==> config.mk <==
export PLATFORM = sky130hd
export DESIGN_NAME = exp2_lut_pipe_flat
export DESIGN_NICKNAME = d
export VERILOG_FILES = /design/src/rtl/exp2_lut_pipe_if.sv /design/src/rtl/exp2_lut_pipe.sv /design/src/flat_wrapper.sv
export SDC_FILE = /design/constraint.sdc
export NUM_CORES = 1
export LEC_CHECK = 0
export CORE_UTILIZATION = 24
export CTS_CLUSTER_SIZE = 10
export DETAILED_ROUTE_END_ITERATION = 7
export PLACE_DENSITY = 0.44
export SETUP_SLACK_MARGIN = 0.02
export SLEW_MARGIN = 25
export SYNTH_ARGS = -nofsm -noshare
export SYNTH_HDL_FRONTEND = slang
export SYNTH_SLANG_ARGS = --single-unit
==> constraint.sdc <==
create_clock -name clock -period 13.3 [get_ports clock]
set_clock_uncertainty 0.05 [all_clocks]
set_input_delay 1.995 -clock clock [delete_from_list [all_inputs] [get_ports clock]]
set_output_delay 1.995 -clock clock [all_outputs]
set_load 0.05 [all_outputs]
==> src/rtl/exp2_lut_pipe_if.sv <==
// Streaming handshake bundle for the exp2 antilog unit: one input channel
// carrying the signed log2 value and one output channel carrying 2^x.
interface exp2_lut_pipe_if #(
    parameter int WIDTH = 16
);
    logic                    in_valid;
    logic                    in_ready;
    logic signed [WIDTH-1:0] in_x;
    logic                    out_valid;
    logic                    out_ready;
    logic        [WIDTH-1:0] out_y;

    // Producer/consumer side (the environment around the unit)
    modport master (
        output in_valid,
        output in_x,
        output out_ready,
        input  in_ready,
        input  out_valid,
        input  out_y
    );

    // The antilog unit itself
    modport slave (
        input  in_valid,
        input  in_x,
        input  out_ready,
        output in_ready,
        output out_valid,
        output out_y
    );
endinterface

==> src/rtl/exp2_lut_pipe.sv <==
// Fixed-point antilog y = 2^x. The fractional part of x picks a segment of a
// 2^(i/DEPTH) table and is linearly interpolated; the integer part becomes a
// barrel shift with saturation on overflow and flush-to-zero on underflow.
// Three register stages with valid/ready back-pressure, one sample per cycle.
module exp2_lut_pipe #(
    parameter int WIDTH = 16,
    parameter int BP    = 8,
    parameter int DEPTH = 32
) (
    input  logic          clock,
    input  logic          reset_n,
    exp2_lut_pipe_if.slave bus
);
    localparam int L  = $clog2(DEPTH);
    localparam int R  = BP - L;
    localparam int MW = BP + 2;
    localparam int NW = WIDTH - BP;

    // Mantissa table m[i] = round(2^(i/DEPTH) * 2^BP), fixed at elaboration
    logic [MW-1:0] lut [0:DEPTH];

    for (genvar i = 0; i <= DEPTH; i++) begin : g_lut
        localparam real MV = (2.0 ** (real'(i) / real'(DEPTH))) * (2.0 ** BP);
        assign lut[i] = MW'($rtoi(MV + 0.5));
    end

    // Linear interpolation between adjacent table entries, truncating.
    // Entries are monotonic so the difference never goes negative.
    function automatic logic [MW-1:0] interp(input logic [MW-1:0] mlo,
                                             input logic [MW-1:0] mhi,
                                             input logic [R-1:0]  rem);
        logic [MW-1:0]   diff;
        logic [MW+R-1:0] prod;
        diff = mhi - mlo;
        prod = (MW+R)'(diff) * (MW+R)'(rem);
        return mlo + MW'(prod >> R);
    endfunction

    // Apply the octave shift: saturate to all-ones when the result cannot
    // fit, flush to zero when the shift exceeds the mantissa width.
    function automatic logic [WIDTH-1:0] sat_shift(input logic [MW-1:0]        mant,
                                                   input logic signed [NW-1:0] n);
        int               ni;
        logic [WIDTH+1:0] wide;
        ni = int'(n);
        if (ni >= NW) begin
            return {WIDTH{1'b1}};
        end else if (ni >= 0) begin
            wide = (WIDTH+2)'(mant) << ni;
            if (|wide[WIDTH+1:WIDTH]) return {WIDTH{1'b1}};
            return wide[WIDTH-1:0];
        end else if (-ni > BP + 1) begin
            return '0;
        end
        return WIDTH'(mant >> (-ni));
    endfunction

    logic                 en_p0, en_p1, en_p2;
    logic                 vld_p0, vld_p1, vld_p2;
    logic [L:0]           idx_lo, idx_hi;

    logic signed [NW-1:0] n_p0;
    logic [R-1:0]         rem_p0;
    logic [MW-1:0]        mlo_p0, mhi_p0;

    logic signed [NW-1:0] n_p1;
    logic [MW-1:0]        mant_p1;

    logic [WIDTH-1:0]     y_p2;

    // A stage may load when it is empty or its contents move on this cycle
    assign en_p2 = !vld_p2 || bus.out_ready;
    assign en_p1 = !vld_p1 || en_p2;
    assign en_p0 = !vld_p0 || en_p1;

    assign bus.in_ready  = en_p0;
    assign bus.out_valid = vld_p2;
    assign bus.out_y     = y_p2;

    // Table addresses for the segment endpoints selected by the fraction
    always_comb begin
        idx_lo = {1'b0, bus.in_x[BP-1:R]};
        idx_hi = idx_lo + 1'b1;
    end

    // Pipeline occupancy and the output register; reset discards everything in flight
    always_ff @(posedge clock or negedge reset_n) begin
        if (!reset_n) begin
            vld_p0 <= 1'b0;
            vld_p1 <= 1'b0;
            vld_p2 <= 1'b0;
            y_p2   <= '0;
        end else begin
            if (en_p0) vld_p0 <= bus.in_valid;
            if (en_p1) vld_p1 <= vld_p0;
            if (en_p2) begin
                vld_p2 <= vld_p1;
                // ---- stage p2: octave shift and saturation ----
                if (vld_p1) y_p2 <= sat_shift(mant_p1, n_p1);
            end
        end
    end

    // Datapath registers for the first two stages; qualified only by the valids
    always_ff @(posedge clock) begin
        // ---- stage p0: decompose x and fetch both segment endpoints ----
        if (en_p0 && bus.in_valid) begin
            n_p0   <= bus.in_x[WIDTH-1:BP];
            rem_p0 <= bus.in_x[R-1:0];
            mlo_p0 <= lut[idx_lo];
            mhi_p0 <= lut[idx_hi];
        end
        // ---- stage p1: interpolate the mantissa ----
        if (en_p1 && vld_p0) begin
            n_p1    <= n_p0;
            mant_p1 <= interp(mlo_p0, mhi_p0, rem_p0);
        end
    end
endmodule

==> src/flat_wrapper.sv <==
// flat-port wrapper written by rule: the top's interface ports become plain ports
module exp2_lut_pipe_flat 
#(
    parameter int WIDTH = 16,
    parameter int BP    = 8,
    parameter int DEPTH = 32
)
  (clock, reset_n, bus_in_valid, bus_in_x, bus_out_ready, bus_in_ready, bus_out_valid, bus_out_y);
  exp2_lut_pipe_if #(.WIDTH(WIDTH)) bus_i ();
  input  logic clock;
  input  logic reset_n;
  input wire logic [$bits(bus_i.in_valid)-1:0] bus_in_valid;
  input wire logic [$bits(bus_i.in_x)-1:0] bus_in_x;
  input wire logic [$bits(bus_i.out_ready)-1:0] bus_out_ready;
  output wire logic [$bits(bus_i.in_ready)-1:0] bus_in_ready;
  output wire logic [$bits(bus_i.out_valid)-1:0] bus_out_valid;
  output wire logic [$bits(bus_i.out_y)-1:0] bus_out_y;
  assign bus_i.in_valid = bus_in_valid;
  assign bus_i.in_x = bus_in_x;
  assign bus_i.out_ready = bus_out_ready;
  assign bus_in_ready = bus_i.in_ready;
  assign bus_out_valid = bus_i.out_valid;
  assign bus_out_y = bus_i.out_y;
  exp2_lut_pipe #(.WIDTH(WIDTH), .BP(BP), .DEPTH(DEPTH)) u_core (.clock(clock), .reset_n(reset_n), .bus(bus_i));
endmodule
== After elaboration in Yosys (flattened, before gate mapping) ==
Memories as Yosys holds them, arrays and structs flattened. A register that Yosys moved wholly into a read port is not among the register bits.
Index checks and enable logic that the tools add are counted.

* Add/subtract/negate cells: 4
* $mul: 1
* Order comparisons: 3
* Shift-type cells: 2
* Muxes and demuxes: 16
* Bitwise gates (word level): 2
* Reduce and logical (&&, ||, !) cells: 10

{| class="wikitable"
|+ Operators by type and width
! operator !! number
|-
| $mux W16 || 6
|-
| $gt A32 B5 Y1 const B || 1
|-
| $neg A8 Y32 || 1
|-
| $shl A10 B32 Y18 || 1
|-
| $shr A10 B32 Y16 || 1
|-
| $mul A10 B3 Y13 || 1
|-
| $add A10 B10 Y10 || 1
|-
| $mux W1 || 10
|-
| $sub A10 B10 Y10 || 1
|-
| $ge A8 B1 Y1 const B || 1
|-
| $ge A8 B5 Y1 const B || 1
|-
| $not A5 Y7 || 1
|-
| $not A6 Y7 || 1
|-
| $add A5 B1 Y6 const B || 1
|-
| $logic_not A1 Y1 || 3
|-
| $logic_or A1 B1 Y1 || 3
|-
| $logic_and A1 B1 Y1 || 2
|-
| $reduce_and A2 Y1 || 1
|-
| $reduce_or A2 Y1 || 1
|}

* Bits in registers: 48
* Memory bits (read-only): 1280
* Bits of input ports: 20
* Output and inout bits: 18
* Logic and storage cells: 48
* Memories kept: 2

{| class="wikitable"
|+ Memory list
! name !! depth !! bits a word !! rd ports !! clocked after memory_dff !! wr ports !! RTL line !! source
|-
| (no name shown) || 64 || 10 || 1 || 1 || 0 || exp2_lut_pipe.sv:110 || <nowiki>mlo_p0 <= lut[idx_lo];</nowiki>
|-
| (no name shown) || 64 || 10 || 1 || 1 || 0 || exp2_lut_pipe.sv:111 || <nowiki>mhi_p0 <= lut[idx_hi];</nowiki>
|}

== Depth between registers and ports, before layout ==
* Depth in word-level cells: 11
* Gate-level depth with buffers: 26
* Depth with buffers taken out: 26

== Worst setup path after synthesis ==
OpenSTA, ideal clock, no wires.

* Path type: register to register
* From: register u_core.mlo_p0[0]
* To: register u_core.mant_p1[9], data pin
* Library setup time: 257 ps
* Data arrival time: 4843 ps
* Data required time: 12993 ps
* Setup slack: 8150 ps
* Stages on the path, launching flop included: 25
* Path buffers: 0
* Period minus slack after synthesis: 5150 ps
* Cells stage by stage: edfxtp_1 > ha_1 > fa_1 > nor2b_1 > o21ai_0 > a21boi_0 > o21ai_0 > nor2b_1 > xnor2_1 > nand2_1 > fa_1 > inv_1 > ha_1 > a21o_1 > a21oi_1 > a21boi_0 > o21a_1 > nor2_1 > xnor2_1 > ha_1 > or3_1 > o21ai_0 > and4b_1 > o31ai_1 > o2111a_1

* Longest elaborated chain between the ends: 3

{| class="wikitable"
|+ RTL lines
! item !! RTL line !! source
|-
| from (decl) || exp2_lut_pipe.sv:64 || <nowiki>logic [MW-1:0] mlo_p0, mhi_p0;</nowiki>
|-
| $sub A10 B10 Y10 || exp2_lut_pipe.sv:34 || <nowiki>diff = mhi - mlo;</nowiki>
|-
| $mul A10 B3 Y13 || exp2_lut_pipe.sv:35 || <nowiki>prod = (MW+R)'(diff) * (MW+R)'(rem);</nowiki>
|-
| $add A10 B10 Y10 (*) || exp2_lut_pipe.sv:36 || <nowiki>return mlo + MW'(prod >> R);</nowiki>
|-
| to (signal assigned) || exp2_lut_pipe.sv:116 || <nowiki>mant_p1 <= interp(mlo_p0, mhi_p0, rem_p0);</nowiki>
|-
| to (decl) || exp2_lut_pipe.sv:67 || <nowiki>logic [MW-1:0] mant_p1;</nowiki>
|}

Every way passes the cells marked *; elsewhere a longest branch is shown, timed or not.
A chain may end at the register's enable or synchronous reset.

== Final worst setup path ==
* From: register u_core.mlo_p0[1]
* To: register u_core.mant_p1[9], data pin

The elaborated chain is that of the path after synthesis.

==> impl_metrics.tcl <==
set metrics [dict create \
    syn-cell-area_um2 6010 \
    min_period_ns 5.66 \
    worstSkewPairLatency_ns 0.35 \
    final_cell_mix "nand2_1 (93), o21ai_0 (52), nor2_1 (52)" \
    power_leakage_nw 2.74 \
    initial_utilization 0.246 \
    placedInstanceArea_um2 6660 \
    area_delta_synth_final_pct 16.4 \
    gp_congestion 0.866 \
    die_height_um 160 \
    post-cts-setup-buffer-count 0 \
    synthArstFlopShare 0.288 \
    grt.overflow.total 0 \
    dieWidth_um 160 \
    hold_buffers 0 \
    hold_slack_ns 0.364 \
    wire_per_inst_um 14.4 \
    numCtsBuffers 9 \
    fin_area_um2 7000 \
    ys_ff_latch 66 \
    fin_crit_sh 0.425 \
    clk_pin_slew_ns 0.06 \
    slew_violations 0 \
    cp_data_arrival_time_ns 5.70 \
    drtIter0Drc 164 \
    grt_pass1_wl_mm 24.8 \
    syn_nets 769 \
    cts_resized 0 \
    grt_pass1_vias 4905 \
    tightestPinTransition_ns 0.867 \
    yosys_warnings 0 \
    rsz0062_at_grt "false" \
    synth_enable_flop_cells 47 \
    critical_path_class "flip-flop to flip-flop" \
    fp-row-count 57 \
    route.detailed.drc 0 \
    syn_area_per_cell_um2 8.75 \
    grtUsageTotal 0.121 \
    drive_gt1_frac 0.0538 \
    ir_drop_uv 68.0 \
    crit_required_ns 13.35 \
    drt_first_pass_iters 5 \
    ys_seq_area_frac 0.314 \
    mostFrequentLayoutCell "nand2_1" \
    cts_max_level 3 \
    diodes 0 \
    numPortBuffers 37 \
    slew_headroom 0.418 \
    io_pins 38 \
    fmax_mhz 177 \
    pwr_density_cell_nw_per_um2 174 \
    core_um2 24500 \
    dieArea_um2 25700 \
    design_power_total_mw 1.22 \
    tns_ns 0 \
    cts.path.max_buffers 2 \
    routed_wl_mm 14.8 \
    maxCapViolCount 0 \
    clockRootBuffer "clkbuf_16" \
    vias 4872 \
    hold_violations 0 \
    yosysUniqueCellTypes 68 \
    cp-end-kind "flip-flop" \
    status "complete, no violations" \
    syn_inst 687 \
    grt_max_degree 30 \
    final_nets 783 \
    finalSetupViolations 0 \
    numClockSinks 66 \
    cts_tree "built" \
    place_hpwl_mm 11.5 \
    critPathMaxFanout 5 \
    antenna_found_initial 0 \
    hp-class "flip-flop to flip-flop" \
    drtAntennaViolNets 0 \
    crit_path_start_kind "flip-flop" \
    viasPerCell 4.73 \
    ys.flop_type "edfxtp_1" \
]
-- flip-flops by register name, indices dropped and copies added (netlist names) --
register and cells:
u_core.bus.out_y 16, u_core.mant_p1 10, u_core.mhi_p0 10, u_core.mlo_p0 8, u_core.n_p0 8, u_core.n_p1 8
u_core.rem_p0 3, u_core.bus.out_valid 1, u_core.vld_p0 1, u_core.vld_p1 1
-- final cells by class --
| type | instances | area [um2] |
|---|---|---|
| clock inverter | 3 | 22.5 |
| multi-input combinational | 539 | 3800 |
| clock buffer | 13 | 314 |
| fill | 2599 | 17500 |
| sequential | 66 | 1890 |
| timing repair buffer | 41 | 400 |
| tap | 324 | 405 |
| inverter | 44 | 165 |
-- cells by family (layout without fill, tap and decap cells) --
| kind of cell | Yosys count | in the layout | share of synthesized area |
|---|---|---|---|
| simple gates | 238 | 238 | 0.184 |
| compound gates | 175 | 175 | 0.190 |
| buf+inv | 82 | 101 | 0.0533 |
| flops | 66 | 66 | 0.314 |
| fa+ha+maj | 62 | 62 | 0.143 |
| mux | 33 | 33 | 0.0706 |
| xor+xnor | 31 | 31 | 0.0452 |
-- final timing paths --
path | slack [ns] | cells past startpoint | to | start
worst min-delay path | 0.36 | 0 | u_core.n_p1[1] | u_core.n_p0[1]
max in group asynchronous | 10.63 | 1 | u_core.vld_p1 | reset_n
worst max register to register | 7.64 | 24 | u_core.mant_p1[9] | u_core.mlo_p0[1]
worst min register to register | 0.36 | 0 | u_core.n_p1[1] | u_core.n_p0[1]
min in group asynchronous | 2.07 | 1 | u_core.bus.out_y[14] | reset_n
worst max-delay path | 7.64 | 24 | u_core.mant_p1[9] | u_core.mlo_p0[1]
-- cell usage after synthesis (all sizes together), types with 4 or more instances --
master | count | area share
o211ai | 10 | 0.012
a21o | 6 | 0.0075
a21boi | 5 | 0.0062
edfxtp | 47 | 0.23
nand3 | 14 | 0.012
dfrtp | 19 | 0.079
o21ai | 53 | 0.044
nor2b | 12 | 0.012
a31oi | 5 | 0.0052
xor2 | 9 | 0.013
xnor2 | 22 | 0.032
fa | 11 | 0.037
clkbuf | 32 | 0.020
a211oi | 15 | 0.019
o22a | 5 | 0.0073
mux4 | 7 | 0.026
a221o | 6 | 0.010
o31ai | 4 | 0.0058
inv | 43 | 0.027
buf | 6 | 0.0056
o21a | 5 | 0.0062
nand2 | 93 | 0.058
nor3 | 23 | 0.019
mux2 | 5 | 0.0094
and2 | 4 | 0.0042
mux2i | 21 | 0.035
or3 | 5 | 0.0052
ha | 51 | 0.11
nand2b | 13 | 0.014
nor2 | 52 | 0.032
o22ai | 5 | 0.0052
a21oi | 34 | 0.028
-- routing by layer --
layer,part of all wire,global-route usage,up-vias,routed length [um]
met1,0.44,0.140,2264,6560
met3,0.024,0.0223,21,348
met4,0.022,0.0485,0,327
met2,0.51,0.220,69,7570
li1,-,-,2518,-
met5,0,0,-,0
-- critical path, cell delays in order, from the launching register on --
cell	delay [ns]
edfxtp_1	0.49
inv_1	0.09
ha_1	0.21
nor2b_1	0.13
o21ai_0	0.21
a21boi_0	0.16
o21ai_0	0.33
nor2b_1	0.21
xnor2_1	0.19
nand2_1	0.12
fa_1	0.52
inv_1	0.04
ha_1	0.34
a21o_1	0.17
a21oi_1	0.21
a21boi_0	0.15
o21a_1	0.19
nor2_1	0.11
xnor2_1	0.08
ha_1	0.20
or3_1	0.38
o21ai_0	0.38
and4b_1	0.25
o31ai_1	0.07
o2111a_1	0.13
-- where the power goes --
part	internal (mW)	switching (mW)	leakage, nW
Clock	0.166	0.0967	0.168
Combinational	0.274	0.348	1.90
Sequential	0.286	0.0469	0.671
-- per-stage QoR --
step	setup WS, ns	std cells	util
final	7.64	1030	0.286
after global routing	7.13	1030	0.286
after CTS	7.59	1030	0.286
after detailed placement	7.61	1014	0.272
after global placement	7.76	1014	0.272
after floorplan	8.15	687	-
Note: power is estimated with default switching activity, not from simulation.
